[src/rtl/alu_pkg.sv]
// -----------------------------------------------------------------------------
// alu_pkg
// Shared definitions for the RV32I decode stage and the execute-stage ALU:
//   - alu_op_t  : 4-bit ALU control code type
//   - ALU_*     : fixed ALU control codes
//   - OPC_*     : RV32I major opcodes handled by the decoder
//   - F7_*      : funct7 patterns that select base / alternate ALU ops
//   - ex_fields_t : bundle of every field held in the ID/EX register
// -----------------------------------------------------------------------------
package alu_pkg;

  typedef logic [3:0] alu_op_t;

  localparam alu_op_t ALU_ADD = 4'b0010;
  localparam alu_op_t ALU_SUB = 4'b0110;
  localparam alu_op_t ALU_SLL = 4'b0001;
  localparam alu_op_t ALU_SRL = 4'b0101;
  localparam alu_op_t ALU_SRA = 4'b0100;
  localparam alu_op_t ALU_XOR = 4'b0000;
  localparam alu_op_t ALU_AND = 4'b0011;
  localparam alu_op_t ALU_OR  = 4'b1000;

  localparam logic [6:0] OPC_OP     = 7'b0110011;
  localparam logic [6:0] OPC_OP_IMM = 7'b0010011;
  localparam logic [6:0] OPC_LOAD   = 7'b0000011;
  localparam logic [6:0] OPC_STORE  = 7'b0100011;
  localparam logic [6:0] OPC_BRANCH = 7'b1100011;
  localparam logic [6:0] OPC_LUI    = 7'b0110111;
  localparam logic [6:0] OPC_AUIPC  = 7'b0010111;
  localparam logic [6:0] OPC_JAL    = 7'b1101111;
  localparam logic [6:0] OPC_JALR   = 7'b1100111;

  localparam logic [6:0] F7_BASE = 7'b0000000;
  localparam logic [6:0] F7_ALT  = 7'b0100000;

  typedef struct packed {
    alu_op_t     alucontrol;
    logic [31:0] a;
    logic [31:0] b;
    logic [31:0] store_data;
    logic [31:0] imm;
    logic [4:0]  rd;
    logic        regwrite;
    logic        memread;
    logic        memwrite;
    logic        branch;
    logic        branch_ne;
    logic        illegal;
  } ex_fields_t;

endpackage

[src/rtl/alu_dec_comb.sv]
// -----------------------------------------------------------------------------
// alu_dec_comb
// Purely combinational RV32I decode of one instruction into the fields that
// the ID/EX register captures.
//   instr      in  32  instruction word
//   pc         in  32  instruction address (AUIPC / JAL / JALR operand a)
//   rs1_data   in  32  forwarded rs1 value
//   rs2_data   in  32  forwarded rs2 value
//   fields     out     decoded ALU code, operands, immediate, rd and controls;
//                      fields.illegal marks encodings the ALU cannot execute,
//                      and such encodings carry ADD with every side effect off
// -----------------------------------------------------------------------------
module alu_dec_comb
  import alu_pkg::*;
(
  input  logic [31:0] instr,
  input  logic [31:0] pc,
  input  logic [31:0] rs1_data,
  input  logic [31:0] rs2_data,
  output ex_fields_t  fields
);

  logic [6:0]  opcode;
  logic [2:0]  funct3;
  logic [6:0]  funct7;
  logic [4:0]  rd;
  logic [31:0] imm_i, imm_s, imm_b, imm_u, imm_j;
  logic [31:0] shamt_rs2, shamt_imm;
  logic        writes_rd;
  logic        illegal;

  assign opcode = instr[6:0];
  assign rd     = instr[11:7];
  assign funct3 = instr[14:12];
  assign funct7 = instr[31:25];

  assign imm_i = {{20{instr[31]}}, instr[31:20]};
  assign imm_s = {{20{instr[31]}}, instr[31:25], instr[11:7]};
  assign imm_b = {{19{instr[31]}}, instr[31], instr[7], instr[30:25], instr[11:8], 1'b0};
  assign imm_u = {instr[31:12], 12'b0};
  assign imm_j = {{11{instr[31]}}, instr[31], instr[19:12], instr[20], instr[30:21], 1'b0};

  // Shift amounts are only the low five bits; upper operand bits must not leak.
  assign shamt_rs2 = {27'b0, rs2_data[4:0]};
  assign shamt_imm = {27'b0, instr[24:20]};

  always_comb begin
    fields            = '0;
    illegal           = 1'b0;
    writes_rd         = 1'b0;
    fields.alucontrol = ALU_ADD;
    fields.a          = rs1_data;
    fields.b          = rs2_data;
    fields.store_data = rs2_data;
    fields.rd         = rd;

    case (opcode)
      OPC_OP: begin
        writes_rd = 1'b1;
        case ({funct7, funct3})
          {F7_BASE, 3'b000}: fields.alucontrol = ALU_ADD;
          {F7_BASE, 3'b001}: begin fields.alucontrol = ALU_SLL; fields.b = shamt_rs2; end
          {F7_BASE, 3'b100}: fields.alucontrol = ALU_XOR;
          {F7_BASE, 3'b101}: begin fields.alucontrol = ALU_SRL; fields.b = shamt_rs2; end
          {F7_BASE, 3'b110}: fields.alucontrol = ALU_OR;
          {F7_BASE, 3'b111}: fields.alucontrol = ALU_AND;
          {F7_ALT,  3'b000}: fields.alucontrol = ALU_SUB;
          {F7_ALT,  3'b101}: begin fields.alucontrol = ALU_SRA; fields.b = shamt_rs2; end
          default:           illegal = 1'b1;
        endcase
      end
      OPC_OP_IMM: begin
        writes_rd  = 1'b1;
        fields.b   = imm_i;
        fields.imm = imm_i;
        case (funct3)
          3'b000: fields.alucontrol = ALU_ADD;
          3'b100: fields.alucontrol = ALU_XOR;
          3'b110: fields.alucontrol = ALU_OR;
          3'b111: fields.alucontrol = ALU_AND;
          3'b001: begin
            fields.alucontrol = ALU_SLL;
            fields.b          = shamt_imm;
            if (funct7 != F7_BASE) illegal = 1'b1;
          end
          3'b101: begin
            fields.b = shamt_imm;
            if (funct7 == F7_BASE)     fields.alucontrol = ALU_SRL;
            else if (funct7 == F7_ALT) fields.alucontrol = ALU_SRA;
            else                       illegal = 1'b1;
          end
          default: illegal = 1'b1;  // SLTI / SLTIU
        endcase
      end
      OPC_LOAD: begin
        writes_rd      = 1'b1;
        fields.b       = imm_i;
        fields.imm     = imm_i;
        fields.memread = 1'b1;
      end
      OPC_STORE: begin
        fields.b        = imm_s;
        fields.imm      = imm_s;
        fields.memwrite = 1'b1;
      end
      OPC_BRANCH: begin
        // Only equality compares are possible on a SUB-only comparator.
        fields.alucontrol = ALU_SUB;
        fields.imm        = imm_b;
        fields.branch     = 1'b1;
        case (funct3)
          3'b000:  fields.branch_ne = 1'b0;
          3'b001:  fields.branch_ne = 1'b1;
          default: illegal = 1'b1;
        endcase
      end
      OPC_LUI: begin
        writes_rd  = 1'b1;
        fields.a   = 32'd0;
        fields.b   = imm_u;
        fields.imm = imm_u;
      end
      OPC_AUIPC: begin
        writes_rd  = 1'b1;
        fields.a   = pc;
        fields.b   = imm_u;
        fields.imm = imm_u;
      end
      OPC_JAL: begin
        // ALU computes the link address; the target adder uses ex_imm.
        writes_rd  = 1'b1;
        fields.a   = pc;
        fields.b   = 32'd4;
        fields.imm = imm_j;
      end
      OPC_JALR: begin
        writes_rd  = 1'b1;
        fields.a   = pc;
        fields.b   = 32'd4;
        fields.imm = imm_i;
      end
      default: illegal = 1'b1;
    endcase

    if (illegal) begin
      fields.alucontrol = ALU_ADD;
      fields.memread    = 1'b0;
      fields.memwrite   = 1'b0;
      fields.branch     = 1'b0;
      fields.branch_ne  = 1'b0;
      writes_rd         = 1'b0;
    end

    fields.regwrite = writes_rd && (rd != 5'd0);
    fields.illegal  = illegal;
  end

endmodule

[src/rtl/id_ex_alu_decode.sv]
// -----------------------------------------------------------------------------
// id_ex_alu_decode
// ID/EX pipeline register of the RV32I core with valid/ready handshake and
// flush. Decode is done by alu_dec_comb; this module holds the result.
//   clk, rst_n            clock, asynchronous active-low reset
//   in_valid / in_ready   upstream handshake (in_ready is combinational)
//   instr, pc             instruction word and address
//   rs1_data, rs2_data    forwarded operands
//   flush                 kill held and incoming instruction
//   out_valid / out_ready downstream handshake
//   ex_*                  registered ALU code, operands, immediate, rd, controls
// Build option: ALUDEC_ILLEGAL_TRAP_EN
//   defined   - illegal instructions load as valid ops with ex_illegal=1
//   undefined - illegal instructions are accepted and become bubbles, so
//               ex_illegal never rises
// -----------------------------------------------------------------------------
module id_ex_alu_decode
  import alu_pkg::*;
(
  input  logic        clk,
  input  logic        rst_n,
  input  logic        in_valid,
  output logic        in_ready,
  input  logic [31:0] instr,
  input  logic [31:0] pc,
  input  logic [31:0] rs1_data,
  input  logic [31:0] rs2_data,
  input  logic        flush,
  output logic        out_valid,
  input  logic        out_ready,
  output logic [3:0]  ex_alucontrol,
  output logic [31:0] ex_a,
  output logic [31:0] ex_b,
  output logic [31:0] ex_store_data,
  output logic [31:0] ex_imm,
  output logic [4:0]  ex_rd,
  output logic        ex_regwrite,
  output logic        ex_memread,
  output logic        ex_memwrite,
  output logic        ex_branch,
  output logic        ex_branch_ne,
  output logic        ex_illegal
);

  ex_fields_t dec_fields;
  ex_fields_t ex_reg;
  logic       out_valid_reg;
  logic       accept;
  logic       load_op;

  alu_dec_comb u_dec (
    .instr    (instr),
    .pc       (pc),
    .rs1_data (rs1_data),
    .rs2_data (rs2_data),
    .fields   (dec_fields)
  );

  assign in_ready = !out_valid_reg || out_ready;
  assign accept   = in_valid && in_ready;

`ifdef ALUDEC_ILLEGAL_TRAP_EN
  assign load_op = 1'b1;
`else
  assign load_op = !dec_fields.illegal;
`endif

  // Empty slots are always zeroed so control fields read 0 during bubbles.
  always_ff @(posedge clk or negedge rst_n) begin
    if (!rst_n) begin
      out_valid_reg <= 1'b0;
      ex_reg        <= '0;
    end else if (flush) begin
      out_valid_reg <= 1'b0;
      ex_reg        <= '0;
    end else if (accept && load_op) begin
      out_valid_reg <= 1'b1;
      ex_reg        <= dec_fields;
    end else if (accept || out_ready) begin
      out_valid_reg <= 1'b0;
      ex_reg        <= '0;
    end
  end

  assign out_valid     = out_valid_reg;
  assign ex_alucontrol = ex_reg.alucontrol;
  assign ex_a          = ex_reg.a;
  assign ex_b          = ex_reg.b;
  assign ex_store_data = ex_reg.store_data;
  assign ex_imm        = ex_reg.imm;
  assign ex_rd         = ex_reg.rd;
  assign ex_regwrite   = ex_reg.regwrite;
  assign ex_memread    = ex_reg.memread;
  assign ex_memwrite   = ex_reg.memwrite;
  assign ex_branch     = ex_reg.branch;
  assign ex_branch_ne  = ex_reg.branch_ne;
  // Without the trap option an illegal op never loads, so this bit stays 0.
  assign ex_illegal    = ex_reg.illegal;

endmodule

[config.mk]
export PLATFORM = sky130hd
export DESIGN_NAME = id_ex_alu_decode
export DESIGN_NICKNAME = d
export VERILOG_FILES = /design/src/rtl/alu_pkg.sv /design/src/rtl/alu_dec_comb.sv /design/src/rtl/id_ex_alu_decode.sv
export SDC_FILE = /design/constraint.sdc
export NUM_CORES = 1
export LEC_CHECK = 0
export ABC_AREA = 1
export CAP_MARGIN = 5
export CORE_ASPECT_RATIO = 1.25
export CORE_MARGIN = 4
export CORE_UTILIZATION = 49
export CTS_BUF_LIST = sky130_fd_sc_hd__clkbuf_4
export DETAILED_ROUTE_END_ITERATION = 8
export PLACE_DENSITY = 0.88
export SLEW_MARGIN = 20
export SYNTH_ARGS = -nofsm -noshare
export SYNTH_HDL_FRONTEND = slang
export SYNTH_SLANG_ARGS = --single-unit
[constraint.sdc]
create_clock -name clk -period 3.2 [get_ports clk]
set_input_delay 0.8 -clock clk [delete_from_list [all_inputs] [get_ports clk]]
set_output_delay 0.8 -clock clk [all_outputs]
set_load 0.01 [all_outputs]
# [Yosys cells after proc, flatten, opt, wreduce, memory -nomap -nowiden]
# Cells that the tools add are included.
[op_classes] add_sub_neg=0 mul=0 n_div=0 n_lt_le_gt_ge=0 eq_ne=22 shift=0 muxes=31 n_bitwise=0 reduce_logical=24
[ops] operator="143-bit two-way mux" count=3
[ops] operator="32-bit one-hot mux with 6 select lines" count=1
[ops] operator="32-bit one-hot mux with 5 select lines" count=1
[ops] operator="32-bit two-way mux" count=2
[ops] operator="32-bit one-hot mux with 2 select lines" count=1
[ops] operator="10-bit by 3-bit equality test with 1-bit output, second input constant" count=4
[ops] operator="7-bit by 6-bit equality test with 1-bit output, second input constant" count=4
[ops] operator="4-bit one-hot mux with 7 select lines" count=1
[ops] operator="7-bit equality test, second input constant" count=3
[ops] operator="10-bit by 9-bit equality test with 1-bit output, second input constant" count=2
[ops] operator="4-bit one-hot mux with 5 select lines" count=1
[ops] operator="7-bit by 5-bit equality test with 1-bit output, second input constant" count=2
[ops] operator="1-bit two-way mux" count=13
[ops] operator="3-bit equality test, second input constant" count=4
[ops] operator="4-bit two-way mux" count=3
[ops] operator="4-bit one-hot mux with 3 select lines" count=1
[ops] operator="10-bit by 1-bit equality test with 1-bit output, second input constant" count=1
[ops] operator="10-bit logical NOT" count=1
[ops] operator="3-bit OR reduction" count=3
[ops] operator="2-bit OR reduction" count=4
[ops] operator="8-bit OR reduction" count=1
[ops] operator="7-bit by 2-bit equality test with 1-bit output, second input constant" count=1
[ops] operator="7-bit logical NOT" count=1
[ops] operator="7-bit nonzero test" count=1
[ops] operator="other kinds (14)" count=18
[word_totals] regBits=144 latch_bits=0 ramBits=0 mem_bits_ro=0 word_cells=90 mem_count=0

# [Logic depth before layout (Yosys ltp)]
[depth] depth_word=9 mapped_depth=14 mapped_depth_nobuf=12

# [Cells and area by module]
# Synthesis repeated with hierarchy kept, for this count alone.
[unflattened] cells_unflattened=1109 area_unflattened_um2=8405.6
[by_module_without_submodules] mod="id_ex_alu_decode" n_inst=1 cells_per_inst=657 area_each_um2=6154.7
[by_module_without_submodules] mod="alu_dec_comb" n_inst=1 cells_per_inst=452 area_each_um2=2250.9

# [Worst setup path before layout]
# No wires, ideal clock.
[synth_path] kind="input port to flip-flop" from="in instr[1]" to="reg ex_reg, in the netlist ex_imm[16]" setup_time_ps=117 arrival_time_ps=2005 required_ps=3083 path_slack_ps=1079 cell_stages=13 path_buffers=2 path_cell_list="nand2_1 inv_1 nand2_2 nor2_2 nand3_1 clkinv_1 o21ai_1 o21ai_1 nor2_4 buf_6 buf_6 nand2_1 nand2_1"
[synth_between] elab_chain_len=7 word_cells_on_any_way=19 cone_classes="eq/ne: 9; mux: 4; reduce/logical: 6"
[synth_rtl] item="start, declared" line_no="id_ex_alu_decode.sv:24" rtl="input logic [31:0] instr,"
[synth_rtl] item="7-bit by 2-bit equality test with 1-bit output (tied with other cells)" line_no="alu_dec_comb.sv:57" rtl="case (opcode)"
[synth_rtl] item="6-bit OR reduction (no line)"
[synth_rtl] item="1-bit one-hot mux with 4 select lines" line_no="alu_dec_comb.sv:57"
[synth_rtl] item="1-bit logical NOT" line_no="id_ex_alu_decode.sv:65" rtl="assign load_op = !dec_fields.illegal;"
[synth_rtl] item="1-bit logical AND" line_no="id_ex_alu_decode.sv:76" rtl="end else if (accept && load_op) begin"
[synth_rtl] item="143-bit two-way mux" line_no="id_ex_alu_decode.sv:76"
[synth_rtl] item="143-bit two-way mux" line_no="id_ex_alu_decode.sv:73" rtl="end else if (flush) begin"
[synth_rtl] item="end signal, assigned" line_no="id_ex_alu_decode.sv:78" rtl="ex_reg <= dec_fields;"
[synth_rtl] item="end, declared" line_no="id_ex_alu_decode.sv:46" rtl="ex_fields_t ex_reg;"
# Several ways; a longest one is shown, not always the timed one.
# A chain may end at the register's enable or synchronous reset.

# [Final worst setup path]
[layout_path] from="in out_ready" to="out in_ready"
[layout_between] elab_chain_len=1
[layout_rtl] item="start, declared" line_no="id_ex_alu_decode.sv:30" rtl="input logic out_ready,"
[layout_rtl] item="1-bit logical OR" line_no="id_ex_alu_decode.sv:59" rtl="assign in_ready = !out_valid_reg || out_ready;"
[layout_rtl] item="end, declared" line_no="id_ex_alu_decode.sv:23" rtl="output logic in_ready,"
# Every way passes these cells.

==> metrics <==
period utilization 88.0%; gr usage total 28.9%; H-tree levels 4; Core Box Area 14,400 sq um; TritonCTS Buffers 17; fin nets 1,392; Pre-Repair DR Iteration Count 6; Skew-Pair Late Insertion Delay 0.54 ns; Residual DRC 0; Clock Pin Slew Worst Setup and Hold Paths 0.13 ns; max-cap viol count 0; Syn Area/Cell 7.27 sq um; Cells after Synth 990; relative slew slack 69.3%; Hold WS 0.170 ns; area occupied by multi-input gates 3080 sq um; RSZ-0062 raised after global routing no; Static Leak 5.33 nW; WP data required 2.40 ns; sequential area share after synthesis 50.1%; Distinct cells, synth 31; Finish-stage setup viols 0; Hold Crit Class in -> async; register area 3600 sq um; CP Max Fanout 3; synthesis-stage register bit count 144; PwrDens 337 nW/um^2; min cycle time layout 2.82 ns; CTS sink count 144; row cnt 49; vias per cell 5.22; synth top area cells dfrtp_1, nand2_1, nand3_1; CTS tree done; die height 144 um; Yosys Warn Count 0; post-route ant nets 0; first-pass GRT wire length 37.4 mm; Max Clock Freq 0.355 GHz; final hold vios 0; Avg WL per Cell 16.7 um; post-synthesis cell type with the largest combined area dfrtp_1; initial antenna violation count 1; hold_buf cts 0; Syn Nets 1,123; Max Transition Viols Final 0; Starting Density 50.0%; final wirelength 24.2 mm; post-synth top area share 50.1%; R2R depth 7; pin count of the biggest net entering global routing 72; Die Width 116 um; Initial DRC Count 675; # IOs 278; setup repair bufs after CTS 0; setup TNS 0 ns; CTS root buf clkbuf_4; Cell Area, Synth 7200 sq um; status complete, no violations; die area 16,700 sq um; Max IR drop VDD 0.219 mV; Critical Path AT 2.02 ns; port bufs 277; clk_skew 0.0158 ns; post-layout util 72.8%; share of cells above drive strength 1 6.22%; global route overflow 0; Worst Setup Path Type in -> out; Final HPWL DP 18.1 mm; worst slew pin tran 0.458 ns; Worst Setup End Kind output port; Max clock buf depth 2; fill cell count 1,124; post_cts resized 0; RD Place Congestion 0.894; Layout area overhead 45.8%; routed via count 7,562; vias in the first global route 7,357; startpoint types primary input
-- where the power goes --
group / leakage, nW / internal [mW] / switching [mW]
clock: 0.156 / 0.561 / 0.688
combinational: 3.17 / 0.222 / 0.223
sequential: 2.01 / 1.83 / 0.00724
-- worst paths after layout --
check                               start          to  slack [ns]
min in group clk                 ex_a[26]    ex_a[26]        0.49
max in group asynchronous           rst_n  ex_imm[21]        2.26
worst min register to register   ex_a[26]    ex_a[26]        0.49
worst max-delay path            out_ready    in_ready        0.38
worst min-delay path                rst_n    ex_a[10]        0.17
worst max register to register  out_valid     ex_b[0]        1.39
-- per-layer routing --
metal  wire length (um)  GRT usage [%]
met5                  0              0
met3               2120           7.29
met2              12100           49.6
met1               8700           32.9
met4               1270           14.8
-- critical path: stages --
cell	delay [ns]
clkdlybuf4s50_1	0.45
inv_1	0.07
nand2_1	0.13
clkdlybuf4s50_1	0.57
-- synthesized netlist by cell type (all sizes together) --
master   instances
nand2          472
dfrtp          144
o21ai           79
inv             76
nand3           61
nor2            59
clkbuf          26
buf             21
a21oi           16
nand4           11
nand3b           9
o2111ai          4
nor3             3
o211ai           3
clkinv           2
a21boi           1
a22oi            1
a31oi            1
o311ai           1
-- cells by family after synthesis --
kind of cell           Yosys count  synth area share, %
flip-flops                     144                 50.1
buffers and inverters          125                 7.21
AND/OR/NAND/NOR                615                 34.9
AO/OA/AOI/OAI                  106                 7.87
-- cells in the final DEF (no fill, tap or decap), drive strengths merged, types with 3 or more instances in the layout --
cell type	count
bufinv	3
buf	21
o21ai	79
clkinv	6
dfrtp	144
clkbuf	19
nand4	11
o2111ai	4
nand3b	9
nor3	3
clkdlybuf4s50	276
o211ai	3
nor2	59
clkinvlp	3
nand3	61
a21oi	16
inv	78
nand2	472
-- through the flow --
stage	cells	instance area, sq um	setup slack [ns]	total power [mW]
after floorplan	990	7200	1.08	2.02
after global placement	1418	10200	0.296	2.31
after detailed placement	1418	10200	0.249	2.32
after CTS	1449	10500	0.358	3.56
after global routing	1450	10500	0.331	3.68
final	1450	10500	0.383	3.53
-- final cells by class --
cell class,instances,share of cell area (%)
diodes,1,0.0238
clock inverters,12,1.54
inverters,78,2.81
repair buffers,297,28.5
clock buffers,19,1.36
well taps,178,2.12
multi-input cells,721,29.3
flip-flops and latches,144,34.3
No activity file was read; power rests on OpenSTA's default activity.
